`src/rtl/vga_pkg.sv`:
```
// Shared types and default geometry for the VGA pixel path
// (fetch stage, VGA driver, pixel-mapping logic).
package vga_pkg;

  typedef enum logic [1:0] {
    IDLE  = 2'd0,
    FETCH = 2'd1,
    DRAIN = 2'd2
  } fetch_state_t;

  typedef logic [23:0] rgb_t;

  localparam int DEF_IMG_W      = 256;
  localparam int DEF_IMG_H      = 256;
  localparam int DEF_FIFO_DEPTH = 8;

  function automatic rgb_t grey_to_rgb(input logic [7:0] g);
    return {g, g, g};
  endfunction

endpackage

```
`src/rtl/sync_fifo.sv`:
```
// Show-ahead synchronous FIFO with synchronous flush and occupancy count.
// The head entry is always presented at the output; valid means it is real.
module sync_fifo #(
  parameter int WIDTH = 9,
  parameter int DEPTH = 8
) (
  input  logic                     clk,
  input  logic                     reset_n,
  input  logic                     flush,
  input  logic                     push,
  input  logic [WIDTH-1:0]         push_data,
  input  logic                     pop,
  output logic [WIDTH-1:0]         head,
  output logic                     valid,
  output logic [$clog2(DEPTH):0]   count
);

  localparam int AW = $clog2(DEPTH);
  localparam int CW = AW + 1;

  logic [WIDTH-1:0] mem [DEPTH];
  logic [AW-1:0]    wr_ptr;
  logic [AW-1:0]    rd_ptr;
  logic [CW-1:0]    cnt;
  logic             push_ok;
  logic             pop_ok;

  // Writes to a full FIFO and pops from an empty one are dropped.
  assign push_ok = push && (cnt != CW'(DEPTH));
  assign pop_ok  = pop && (cnt != '0);

  always_ff @(posedge clk or negedge reset_n) begin
    if (!reset_n) begin
      wr_ptr <= '0;
      rd_ptr <= '0;
      cnt    <= '0;
      for (int i = 0; i < DEPTH; i++) begin
        mem[i] <= '0;
      end
    end else if (flush) begin
      wr_ptr <= '0;
      rd_ptr <= '0;
      cnt    <= '0;
    end else begin
      if (push_ok) begin
        mem[wr_ptr] <= push_data;
        wr_ptr      <= wr_ptr + 1'b1;
      end
      if (pop_ok) begin
        rd_ptr <= rd_ptr + 1'b1;
      end
      case ({push_ok, pop_ok})
        2'b10:   cnt <= cnt + 1'b1;
        2'b01:   cnt <= cnt - 1'b1;
        default: cnt <= cnt;
      endcase
    end
  end

  assign head  = mem[rd_ptr];
  assign valid = (cnt != '0);
  assign count = cnt;

endmodule

```
`src/rtl/vga_pixel_fetch.sv`:
```
// Per-frame raster prefetch from data memory port B into a small pixel FIFO,
// presenting grey pixels as RGB to the VGA driver via valid/ready.
module vga_pixel_fetch
  import vga_pkg::*;
#(
  parameter int          IMG_W      = DEF_IMG_W,
  parameter int          IMG_H      = DEF_IMG_H,
  parameter logic [31:0] BASE_ADDR  = 32'h0,
  parameter int          FIFO_DEPTH = DEF_FIFO_DEPTH
) (
  input  logic         clk,
  input  logic         reset_n,
  input  logic         start,
  output logic         mem_rd_en,
  output logic [31:0]  mem_addr,
  input  logic [31:0]  mem_rdata,
  output logic         pix_valid,
  input  logic         pix_ready,
  output rgb_t         pix_color,
  output logic         pix_last,
  output logic         busy,
  output fetch_state_t state
);

  // Handshake: a pixel transfers on every rising edge where
  // pix_valid && pix_ready; pix_valid never depends on pix_ready.

  localparam int CW = $clog2(FIFO_DEPTH) + 1;

  logic [7:0]    x;
  logic [7:0]    y;
  logic [7:0]    ix;
  logic [7:0]    iy;
  logic          i_last;
  logic          issue;
  logic          do_issue;
  logic          credit_ok;
  logic [31:0]   issue_addr;
  logic          issue_last_q;
  logic          ret_q;
  logic          ret_last_q;
  logic [CW-1:0] fifo_count;
  logic [8:0]    head;
  logic          fifo_valid;
  logic          rdata_unused;

  assign rdata_unused = ^mem_rdata[31:8];

  // A restart issues pixel (0,0) directly, regardless of the old counters.
  assign ix     = start ? 8'd0 : x;
  assign iy     = start ? 8'd0 : y;
  assign i_last = (ix == 8'(IMG_W - 1)) && (iy == 8'(IMG_H - 1));

  // Credit: a return landing this cycle is not yet in the registered count,
  // and a strobe this cycle blocks the next issue, so at most one read is
  // ever outstanding and the FIFO cannot overflow.
  assign credit_ok  = (int'(fifo_count) + int'(ret_q)) < FIFO_DEPTH;
  assign issue      = (state == FETCH) && !mem_rd_en && credit_ok;
  assign do_issue   = start || issue;
  assign issue_addr = BASE_ADDR + ((32'(iy) * 32'(IMG_W) + 32'(ix)) << 2);

  always_ff @(posedge clk or negedge reset_n) begin
    if (!reset_n) begin
      state        <= IDLE;
      busy         <= 1'b0;
      mem_rd_en    <= 1'b0;
      mem_addr     <= BASE_ADDR;
      x            <= '0;
      y            <= '0;
      issue_last_q <= 1'b0;
      ret_q        <= 1'b0;
      ret_last_q   <= 1'b0;
    end else begin
      mem_rd_en  <= 1'b0;
      ret_q      <= start ? 1'b0 : mem_rd_en;
      ret_last_q <= issue_last_q;

      if (do_issue) begin
        mem_rd_en    <= 1'b1;
        mem_addr     <= issue_addr;
        issue_last_q <= i_last;
        if (ix == 8'(IMG_W - 1)) begin
          x <= '0;
          y <= iy + 8'd1;
        end else begin
          x <= ix + 8'd1;
          y <= iy;
        end
      end

      if (start) begin
        state <= i_last ? DRAIN : FETCH;
        busy  <= 1'b1;
      end else begin
        case (state)
          IDLE: begin
            busy <= 1'b0;
          end
          FETCH: begin
            if (issue && i_last) begin
              state <= DRAIN;
            end
          end
          DRAIN: begin
            if ((fifo_count == '0) && !ret_q && !mem_rd_en) begin
              state <= IDLE;
              busy  <= 1'b0;
            end
          end
          default: begin
            state <= IDLE;
            busy  <= 1'b0;
          end
        endcase
      end
    end
  end

  sync_fifo #(
    .WIDTH (9),
    .DEPTH (FIFO_DEPTH)
  ) u_fifo (
    .clk       (clk),
    .reset_n   (reset_n),
    .flush     (start),
    .push      (ret_q),
    .push_data ({ret_last_q, mem_rdata[7:0]}),
    .pop       (fifo_valid && pix_ready),
    .head      (head),
    .valid     (fifo_valid),
    .count     (fifo_count)
  );

  assign pix_valid = fifo_valid;
  assign pix_color = grey_to_rgb(head[7:0]);
  assign pix_last  = head[8];

endmodule

```
`config.mk`:
```
export PLATFORM = sky130hd
export DESIGN_NAME = vga_pixel_fetch
export DESIGN_NICKNAME = d
export VERILOG_FILES = /design/src/rtl/vga_pkg.sv /design/src/rtl/sync_fifo.sv /design/src/rtl/vga_pixel_fetch.sv
export SDC_FILE = /design/constraint.sdc
export NUM_CORES = 1
export LEC_CHECK = 0
export BUFFER_PORTS_ARGS = -buffer_cell sky130_fd_sc_hd__buf_4
export CAP_MARGIN = 20
export CORE_ASPECT_RATIO = 0.75
export CORE_MARGIN = 3
export CORE_UTILIZATION = 40
export CTS_CLUSTER_SIZE = 25
export DETAILED_ROUTE_END_ITERATION = 10
export GPL_TIMING_DRIVEN = 0
export SYNTH_ARGS = -nofsm -noshare
export SYNTH_HDL_FRONTEND = slang
export SYNTH_SLANG_ARGS = --single-unit
```
`constraint.sdc`:
```
create_clock -name clk -period 4.7 [get_ports clk]
set_input_delay 0.94 -clock clk [delete_from_list [all_inputs] [get_ports clk]]
set_output_delay 0.94 -clock clk [all_outputs]
set_load 0.05 [all_outputs]
```
==> impl_metrics.ini <==
[outcome]
status = complete, no violations

[sta]
fin_worst_skew_ns = 0.007130
post-route-period-util_pct = 85.79
setup_viol = 0
slew_headroom_pct = 29.21
rsz0062_at_grt = no
maxSlewViolCount = 0
min_period_ns = 4.032
fin_setup_tns_ns = 0
hold_viol_final = 0
worst_slew_pin_slew_ns = 1.056
max_freq_ghz = 0.2480

[clock_network]
hold_buffers = 0
cts_htree_levels = 4
cts_setup_buffers = 0
cts_max_path_buffers = 2
clkLatencyLatePin_ns = 0.42
cts.sinks = 121
cts_resized = 0
cts_tree = yes
clkTransAtPathRegs_ns = 0.05
cts-root-buf = clkbuf_16
cts_made_buffers = 17

[hold_path]
hold_start = issue_last_q
hp-class = reg -> reg
min_to = ret_last_q
worstHoldPathCells = 0

[worst_setup_path]
crit_chain = clkbuf_1, clkbuf_1, mux4_2, mux2_2, buf_4, buf_4
rrSetupSlack_ns = 1.89
crit_arrival_ns = 3.09
rr_worst_depth = 10
cp_slowest_cell = clkbuf_1
max_stage_delay_ns = 0.64
crit_fanout = 10
reg2reg_to = u_fifo.count[3]
r2r-start = u_fifo.count[0]
worstSetupEndpointType = output port
worstSetupStartpointType = flip-flop
cp_data_required_time_ns = 3.76
crit_type = reg -> out

[global_route]
top_usage_layer = met1
grt_util_all_layers_pct = 17.40
grt_overflow = 0
use_met1_pct = 25.71
grt.met2_usage_pct = 24.69
grt_pass1_wl_mm = 22.30
grt_max_degree = 74
use_met3_pct = 4.762
antenna_found_initial = 0
grt_pass1_vias = 4113

[run]
cap_violations = 0

[yosys]
synth_top_cell_area_share_pct = 50.49
synth_edf_count = 0
syn-instance-count = 487
yosys_register_bits = 121
netlist_area_um2 = 5997
yosysSeqAreaShare_pct = 50.49
synth_cell_types = 57
yosys_most_used_dff = dfrtp_1
yosys-top-cells-count = dfrtp_1 (121), mux2_2 (80), nand2_1 (49)
yosysTopAreaCell = dfrtp_1
synthArstFlopShare_pct = 100.0
yosys-top-cells-area = dfrtp_1 (50%), mux2_2 (15%), mux4_2 (6.8%)
yosysWarnings = 0
synth_most_common_cell = dfrtp_1
avgSynthCellArea_um2 = 12.31

[drt]
drt-total-wl_mm = 13.42
wl_per_cell_um = 16.94
drc = 0
postRouteAntennaNets = 0
firstDrtPassIters = 4
vias = 4096
drt_iter0_markers = 242
routed_via_density = 5.172

[layout]
drive_above_1_share_pct = 40.37
area_delta_synth_final_pct = 22.87
n_fill_cell = 1309
nets = 621
antenna_cells = 0
layoutNonFillerInstCount = 792

[power_and_ir_drop]
p_leak_uw = 0.003490
peakVddDrop_v = 0.0004519
p_per_area_nw_per_um2 = 589.8

[floorplan]
start_util_pct = 41.22
core-area_um2 = 14550
boundaryPins = 98
die_h_um = 112.0
rows = 38
die_area_um2 = 16510
die_x_um = 147.4

[placed_design]
dp_hpwl_mm = 8.924
port_buffers = 57
gp_congestion = 0.8846
place_inst = 760
[area by class of cell]
class	count	area [µm²]	area share (%)
clock buffer	20	456.7	6.198
multi-input combinational	319	2654	36.02
sequential	121	3028	41.09
clock inverter	12	148.9	2.021
buffer	58	356.6	4.840
tap	200	250.2	3.396
timing repair buffer	58	459.2	6.232
inverter	4	15.01	0.2038
[cells by family (layout without fill, tap and decap cells)]
kind of cell	after synthesis	after routing	share of synthesized area [%]
XOR/XNOR	9	9	1.314
other	1	16	0.06253
multiplexers	105	105	23.01
AO/OA/AOI/OAI	57	57	6.009
flip-flops	121	121	50.49
buffers and inverters	62	152	6.196
AND/OR/NAND/NOR	126	126	11.66
adder cells (fa/ha/maj)	6	6	1.252
[routing by layer]
metal	routed length [µm]	share of wire, %
met4	170	1.3
met1	6629	49
met2	5925	44
met3	695	5.2
met5	0	0
[layout by cell type (no fill, tap or decap), types with 4 or more instances in the layout]
cell | Yosys | routed
a21oi_1 | 24 | 24
nor2b_1 | 12 | 12
and2_1 | 4 | 4
mux4_2 | 18 | 18
nand4_1 | 4 | 4
o31ai_1 | 4 | 4
clkbuf_16 | 0 | 17
mux2i_1 | 4 | 4
buf_4 | 32 | 88
clkinvlp_4 | 0 | 4
xor2_1 | 7 | 7
mux2_2 | 80 | 80
buf_2 | 9 | 9
dfrtp_1 | 121 | 121
o21ai_0 | 12 | 12
inv_1 | 4 | 4
clkinv_2 | 0 | 4
buf_1 | 6 | 6
ha_1 | 6 | 6
nand2_1 | 49 | 49
clkbuf_1 | 10 | 11
nor2_1 | 13 | 13
conb_1 | 1 | 16
nand3_1 | 10 | 10
[state kept, by name, summed over array words and instances, names as in the netlist]
signal         cells
u_fifo.rd_ptr      3
state              2
busy               1
u_fifo.count       4
issue_last_q       1
y                  8
mem_rd_en          1
mem_addr          16
ret_last_q         1
u_fifo.wr_ptr      3
x                  8
ret_q              1
u_fifo.mem        72
[report_power, final]
part           internal [µW]  switching, µW  leakage [µW]  total, µW
clock                    857            468      0.000288       1330
sequential              1190           86.7       0.00163       1280
combinational            673           1070       0.00157       1740
[stage by stage]
| step | hold slack [ns] | setup WS (ns) | power, µW | area, µm² | utilization (%) |
|---|---|---|---|---|---|
| after floorplan | 0.3535 | 1.665 | 2599 | 6053 | - |
| after global placement | 0.3692 | 1.193 | 3002 | 6731 | 46.27 |
| after detailed placement | 0.3672 | 1.133 | 3043 | 6763 | 46.48 |
| after CTS | 0.3826 | 0.6719 | 4386 | 7368 | 50.64 |
| after global routing | 0.4089 | 0.5743 | 4551 | 7368 | 50.64 |
| final | 0.3791 | 0.6681 | 4346 | 7368 | 50.64 |
[worst max path at each step]
stage | startpoint | to | slack, ns
final | u_fifo.rd_ptr[1] | pix_color[16] | 0.67
after global routing | u_fifo.rd_ptr[1] | pix_color[16] | 0.57
after CTS | u_fifo.rd_ptr[1] | pix_color[16] | 0.67
after detailed placement | u_fifo.rd_ptr[1] | pix_color[16] | 1.13
after global placement | u_fifo.rd_ptr[1] | pix_color[21] | 1.19
after floorplan | u_fifo.rd_ptr[0] | pix_color[13] | 1.66
[worst max-delay path, delay by kind of cell (launching register included)]
kind     cells  cell delay (ns)
buf+inv      4             1.60
mux          2             0.74
flops        1             0.34
Power figures use the tool's default switching activity.
